## src/rtl/tl_state_pkg.sv

```systemverilog
`default_nettype none
// ============================================================================
//  Module      : tl_state_pkg
//  Description : Shared state codes and width for the transaction-layer
//                controller, referees and testers.
//  Revision    : 1.0 - initial release
// ============================================================================
package tl_state_pkg;

    localparam int c_STATE_W = 4;

    typedef enum logic [c_STATE_W-1:0] {
        c_ST_RESET  = 4'd0,
        c_ST_INIT   = 4'd1,
        c_ST_IDLE   = 4'd2,
        c_ST_ACTIVE = 4'd3,
        c_ST_ERROR  = 4'd4
    } tl_state_e;

endpackage
`default_nettype wire

```

## src/rtl/tl_state_ctrl_idle_timer.sv

```systemverilog
`default_nettype none
// ============================================================================
//  Module      : idle_timer
//  Description : Counts consecutive all-empty cycles; flags the edge on which
//                the count reaches IDLE_CYC.
//  Revision    : 1.0 - initial release
// ============================================================================
module idle_timer #(
    parameter int IDLE_CYC = 4
) (
    input  logic clk,
    input  logic reset_L,
    input  logic clr,
    input  logic all_empty,
    output logic expired
);

    localparam int                c_CNT_W = $clog2(IDLE_CYC + 1);
    localparam logic [c_CNT_W-1:0] c_MAX  = c_CNT_W'(IDLE_CYC);

    logic [c_CNT_W-1:0] r_cnt_q;
    logic [c_CNT_W-1:0] w_cnt_d;

    always_comb begin
        w_cnt_d = r_cnt_q;
        if (clr || !all_empty) begin
            w_cnt_d = '0;
        end else if (r_cnt_q != c_MAX) begin
            w_cnt_d = r_cnt_q + 1'b1;
        end
    end

    // Expiry looks at the increment happening on this edge, so it must not
    // depend on clr (clr is derived from the next state, which uses expired).
    assign expired = all_empty && (r_cnt_q >= c_MAX - 1'b1);

    always_ff @(posedge clk or negedge reset_L) begin
        if (!reset_L) begin
            r_cnt_q <= '0;
        end else begin
            r_cnt_q <= w_cnt_d;
        end
    end

endmodule
`default_nettype wire

```

## src/rtl/tl_state_ctrl.sv

```systemverilog
`default_nettype none
// ============================================================================
//  Module      : tl_state_ctrl
//  Description : Transaction-layer sequencer: state word, FIFO threshold
//                latch, FIFO flush and sticky FIFO error record.
//  Revision    : 1.0 - initial release
// ============================================================================
module tl_state_ctrl
    import tl_state_pkg::*;
#(
    parameter int N_FIFO   = 8,
    parameter int THR_W    = 3,
    parameter int IDLE_CYC = 4
) (
    input  logic                 clk,
    input  logic                 reset_L,
    input  logic                 init,
    input  logic [THR_W-1:0]     thr_af_in,
    input  logic [THR_W-1:0]     thr_ae_in,
    input  logic [N_FIFO-1:0]    empty_f,
    input  logic [N_FIFO-1:0]    error_f,
    output logic [c_STATE_W-1:0] state,
    output logic [THR_W-1:0]     thr_af_out,
    output logic [THR_W-1:0]     thr_ae_out,
    output logic                 fifo_rst_L,
    output logic                 idle_out,
    output logic                 active_out,
    output logic                 error_out,
    output logic [N_FIFO-1:0]    error_src
);

    logic [c_STATE_W-1:0] r_state_q, w_state_d;
    logic [THR_W-1:0]     r_thr_af_q, w_thr_af_d;
    logic [THR_W-1:0]     r_thr_ae_q, w_thr_ae_d;
    logic                 r_cfg_ok_q, w_cfg_ok_d;
    logic [N_FIFO-1:0]    r_error_src_q, w_error_src_d;
    logic                 r_fifo_rst_L_q, w_fifo_rst_L_d;
    logic                 r_idle_q, w_idle_d;
    logic                 r_active_q, w_active_d;
    logic                 r_error_q, w_error_d;

    logic w_valid;
    logic w_any_err;
    logic w_all_empty;
    logic w_entry;
    logic w_expired;

    assign w_valid     = (thr_ae_in < thr_af_in) && (thr_af_in != '0);
    assign w_any_err   = |error_f;
    assign w_all_empty = &empty_f;
    assign w_entry     = (w_state_d != r_state_q);

    idle_timer #(
        .IDLE_CYC (IDLE_CYC)
    ) u_idle_timer (
        .clk       (clk),
        .reset_L   (reset_L),
        .clr       (w_entry),
        .all_empty (w_all_empty),
        .expired   (w_expired)
    );

    always_comb begin
        w_state_d = r_state_q;
        case (r_state_q)
            c_ST_RESET: w_state_d = c_ST_INIT;
            // A valid pair sampled on the leaving edge is loaded on that same
            // edge, so it qualifies the exit just like a previously stored one.
            c_ST_INIT: begin
                if (!init && (r_cfg_ok_q || w_valid)) w_state_d = c_ST_IDLE;
            end
            c_ST_IDLE: begin
                if (w_any_err)         w_state_d = c_ST_ERROR;
                else if (init)         w_state_d = c_ST_INIT;
                else if (!w_all_empty) w_state_d = c_ST_ACTIVE;
            end
            c_ST_ACTIVE: begin
                if (w_any_err)      w_state_d = c_ST_ERROR;
                else if (init)      w_state_d = c_ST_INIT;
                else if (w_expired) w_state_d = c_ST_IDLE;
            end
            c_ST_ERROR: begin
                if (!w_any_err && init) w_state_d = c_ST_INIT;
            end
            default: w_state_d = c_ST_RESET;
        endcase
    end

    always_comb begin
        w_thr_af_d    = r_thr_af_q;
        w_thr_ae_d    = r_thr_ae_q;
        w_cfg_ok_d    = r_cfg_ok_q;
        w_error_src_d = r_error_src_q;

        if (r_state_q == c_ST_INIT && w_valid) begin
            w_thr_af_d = thr_af_in;
            w_thr_ae_d = thr_ae_in;
            w_cfg_ok_d = 1'b1;
        end

        if (w_state_d == c_ST_INIT && w_entry) begin
            w_cfg_ok_d    = 1'b0;
            w_error_src_d = '0;
        end else if (w_state_d == c_ST_ERROR) begin
            w_error_src_d = r_error_src_q | error_f;
        end

        w_fifo_rst_L_d = !(w_state_d == c_ST_RESET || w_state_d == c_ST_INIT);
        w_idle_d       = (w_state_d == c_ST_IDLE);
        w_active_d     = (w_state_d == c_ST_ACTIVE);
        w_error_d      = (w_state_d == c_ST_ERROR);
    end

    always_ff @(posedge clk or negedge reset_L) begin
        if (!reset_L) begin
            r_state_q      <= c_ST_RESET;
            r_thr_af_q     <= '0;
            r_thr_ae_q     <= '0;
            r_cfg_ok_q     <= 1'b0;
            r_error_src_q  <= '0;
            r_fifo_rst_L_q <= 1'b0;
            r_idle_q       <= 1'b0;
            r_active_q     <= 1'b0;
            r_error_q      <= 1'b0;
        end else begin
            r_state_q      <= w_state_d;
            r_thr_af_q     <= w_thr_af_d;
            r_thr_ae_q     <= w_thr_ae_d;
            r_cfg_ok_q     <= w_cfg_ok_d;
            r_error_src_q  <= w_error_src_d;
            r_fifo_rst_L_q <= w_fifo_rst_L_d;
            r_idle_q       <= w_idle_d;
            r_active_q     <= w_active_d;
            r_error_q      <= w_error_d;
        end
    end

    assign state      = r_state_q;
    assign thr_af_out = r_thr_af_q;
    assign thr_ae_out = r_thr_ae_q;
    assign fifo_rst_L = r_fifo_rst_L_q;
    assign idle_out   = r_idle_q;
    assign active_out = r_active_q;
    assign error_out  = r_error_q;
    assign error_src  = r_error_src_q;

endmodule
`default_nettype wire
```

## config.mk

```make
export PLATFORM = sky130hd
export DESIGN_NAME = tl_state_ctrl
export DESIGN_NICKNAME = d
export VERILOG_FILES = /design/src/rtl/tl_state_pkg.sv /design/src/rtl/tl_state_ctrl_idle_timer.sv /design/src/rtl/tl_state_ctrl.sv
export SDC_FILE = /design/constraint.sdc
export NUM_CORES = 1
export LEC_CHECK = 0
export ABC_AREA = 1
export CAP_MARGIN = 20
export CORE_MARGIN = 10
export CORE_UTILIZATION = 45
export CTS_CLUSTER_DIAMETER = 50
export DETAILED_ROUTE_END_ITERATION = 12
export PLACE_DENSITY = 0.76
export SYNTH_ARGS = -nofsm -noshare
export SYNTH_HDL_FRONTEND = slang
export SYNTH_HIERARCHICAL = 1
export SYNTH_SLANG_ARGS = --single-unit
```

## constraint.sdc

```tcl
create_clock -name clk -period 2 [get_ports clk]
set_input_delay 0.4 -clock clk [delete_from_list [all_inputs] [get_ports clk]]
set_output_delay 0.4 -clock clk [all_outputs]
set_load 0.1 [all_outputs]
```

==> impl_metrics.py <==
metrics = {
    "run_status": {
        "status": "completed",
    },
    "cts": {
        "clock_latency_ns": 0.33,
        "cts_root_buf": "clkbuf_4",
        "cts_buffers": 3,
        "ctsLongestPathBuffers": 2,
        "cts_tree": "built",
        "ctsHoldBuffers": 0,
        "clock_sinks": 26,
        "clk_pin_slew_worst_paths_ns": 0.15,
        "htreeDepth": 1,
    },
    "placed_design": {
        "gp_congestion": 0.8541,
        "dp_cells": 245,
        "dp_hpwl_um": 2911,
        "port_buffers": 46,
        "place_ws_ns": -0.5686,
    },
    "global_route": {
        "antenna_found_initial": 0,
        "grt_max_degree": 27,
        "grt_pass1_vias": 1433,
        "grt_use_total": 0.1347,
        "grt_pass1_wl_um": 6044,
        "grt_overflow": 0,
    },
    "power": {
        "pwr_density_cell_mw_per_mm2": 983.2,
        "peakVddDrop_uv": 407.2,
        "leakagePower_nw": 1.039,
    },
    "worst_hold_path": {
        "hp-class": "primary input to asynchronous set/reset pin",
    },
    "critical_path": {
        "cp-start-kind": "flop",
        "slowest_stage": "dfrtp_1",
        "crit_chain": "ha_2 -> ha_4 -> nor2_4 -> a21oi_2 -> nor2_1 -> nor2_1 -> nand2_1 -> nand2_2 -> nand3_2 -> nand2_1 -> nand2_2 -> nand2_4 -> nor2_4 -> nand3_2 -> nand2_1",
        "endpoint_kind": "flop",
        "required_ns": 2.29,
        "worst_path_most_repeated_cell": "nand2_1",
        "path_buf_inv": 0,
        "critPathKind": "flop to flop",
        "cpPeakStageDelay_ns": 0.41,
        "critPathArrivalTime_ns": 2.23,
        "critPathTopFamily": "simple AND/OR/NAND/NOR gates",
        "path_max_fanout": 5,
    },
    "floorplan": {
        "io_pins": 47,
        "die_area_mm2": 0.005671,
        "die_h_um": 75.31,
        "core-area_mm2": 0.002978,
        "start_util": 0.4622,
        "die_x_um": 75.31,
        "rows": 20,
    },
    "detailed_routing": {
        "dr.pass1.iters": 4,
        "vias": 1272,
        "drcViolationCount": 0,
        "via_per_inst": 5.008,
        "drt_iter0_drc": 28,
        "wl_um": 3714,
        "avgRoutedWirePerCell_um": 14.62,
        "ant_nets": 0,
    },
    "synthesis": {
        "ys_warn_count": 6,
        "synth_seq_area_share": 0.4727,
        "netlist_instances": 153,
        "synth.avg_cell_area_um2": 8.996,
        "ys_ff_latch": 26,
        "syn_area_mm2": 0.001376,
        "syn_nets": 183,
        "synth_cell_types": 22,
    },
    "sta": {
        "rsz0062_at_grt": "true",
        "finalHoldWorstSlack_ns": 0.4150,
        "setup_slack_ns": 0.05577,
        "fin_crit_ns": 1.944,
        "finalCritPeriodShare": 0.9721,
        "finalMaxSlewViolations": 0,
        "fmax_mhz": 514.3,
        "fin_skew_ns": 0.01661,
        "setup_viol": 0,
        "hold_viol": 0,
    },
    "layout": {
        "drive_above_1_share": 0.4480,
        "final_cell_count_no_fill": 254,
        "n_antenna_cell": 0,
        "area_growth_pct": 54.27,
        "fin_nets": 252,
    },
    "run": {
        "drv_cap": 0,
    },
}
worst paths after layout:
kind	start	to	slack [ns]	cells after the start
max	u_idle_timer/r_cnt_q[1]$_DFFE_PN0P_	u_idle_timer/r_cnt_q[0]$_DFFE_PN0P_	0.06	15
min in group clk	thr_ae_in[1]	thr_ae_out[1]$_DFFE_PN0P_	0.48	2
max reg2reg	u_idle_timer/r_cnt_q[1]$_DFFE_PN0P_	u_idle_timer/r_cnt_q[0]$_DFFE_PN0P_	0.06	15
min reg2reg	thr_ae_out[2]$_DFFE_PN0P_	thr_ae_out[2]$_DFFE_PN0P_	0.53	1
max in group asynchronous	reset_L	state[2]$_DFF_PN0_	1.29	2
min	reset_L	active_out$_DFF_PN0_	0.41	2
layout make-up:
class | instances | area (um^2)
repair buffers | 64 | 583.1
inverters | 20 | 75.07
multi-input cells | 107 | 739.5
well taps | 33 | 41.29
flip-flops and latches | 26 | 658.1
clock buffers | 4 | 26.28
fillers | 208 | 854.6
registers in the layout, summed over array words and instances, names as in the netlist:
name	count
r_cfg_ok_q	1
fifo_rst_L	1
error_out	1
error_src	8
idle_out	1
state	4
u_idle_timer/r_cnt_q	3
thr_af_out	3
thr_ae_out	3
active_out	1
cell usage after synthesis (all sizes together):
cell   count  share of area
o21ai      4          0.017
ha         5          0.045
nand3      8          0.033
nor4       1          0.015
inv       20          0.055
nor2      21          0.084
dfrtp     26           0.47
nand2     35           0.11
conb       1         0.0027
mux2       3          0.025
nor3       2          0.015
nand4      1         0.0045
a21oi     26           0.12
cells by family after synthesis:
family / after synthesis / synth area share
simple gates: 68 / 0.2609
buf+inv: 20 / 0.05454
mux: 3 / 0.02454
flops: 26 / 0.4727
fa+ha+maj: 5 / 0.04545
other cells: 1 / 0.002725
compound gates: 30 / 0.1391
placed cells by master (no fill, tap or decap):
master            n
inv_2             6
clkbuf_1          1
mux2_2            3
dfrtp_2           3
nor2_2            3
nand3_2           6
nand2_4           1
buf_12            3
ha_4              2
clkbuf_4          3
ha_2              1
nand3_1           2
ha_1              2
nand2_2          10
nand4_1           1
dlymetal6s2s_1    4
dfrtp_1          22
a21oi_1          14
nand2_1          24
a21oi_2          12
dfrtp_4           1
nor3_2            1
nor2_8            1
dlygate4sd2_1     4
nor4_4            1
conb_1            1
nor2_4            3
o21ai_0           3
o21ai_2           1
buf_4            37
clkdlybuf4s50_1  16
nor2_1           14
inv_1            14
nor3_4            1
worst reg2reg max path: stages, from the launching register on:
cell and delay, ns:
dfrtp_1 0.41, ha_2 0.21, ha_4 0.17, nor2_4 0.10
a21oi_2 0.06, nor2_1 0.09, nor2_1 0.05, nand2_1 0.08
nand2_2 0.07, nand3_2 0.07, nand2_1 0.07, nand2_2 0.09
nand2_4 0.07, nor2_4 0.19, nand3_2 0.11, nand2_1 0.07
metal layers:
layer | global-route usage | share of wire
met5 | 0 | 0
met4 | 0.05361 | 0.019
met3 | 0.04818 | 0.095
met2 | 0.2474 | 0.50
met1 | 0.1346 | 0.38
where the power goes:
group	internal (mW)	leakage, nW	switching (mW)
clock	0.0783	0.0150	0.158
sequential	0.617	0.335	0.0546
combinational	0.306	0.689	0.874
total	1.00	1.04	1.09
stage by stage:
stage                     power, mW  instance area [um^2]  utilization  TNS, ns
after CTS                     2.097                  2048       0.6878        0
after global routing          2.186                  2123       0.7130  -0.1994
final                         2.088                  2123       0.7130        0
after floorplan               1.525                  1384            -        0
after detailed placement      1.855                  1966       0.6601   -8.581
after global placement        1.835                  1966       0.6601   -7.443
timing repair:
action | 4_1_cts | 5_1_grt
resized for setup | 13 | 16
endpoints found under the setup margin | 16 | 13
setup buffers | 3 | 2
pin swaps | 10 | 16
gates cloned | 0 | 0
hold endpoints to repair | 0 | 0
(Power assumes the default switching activity.)
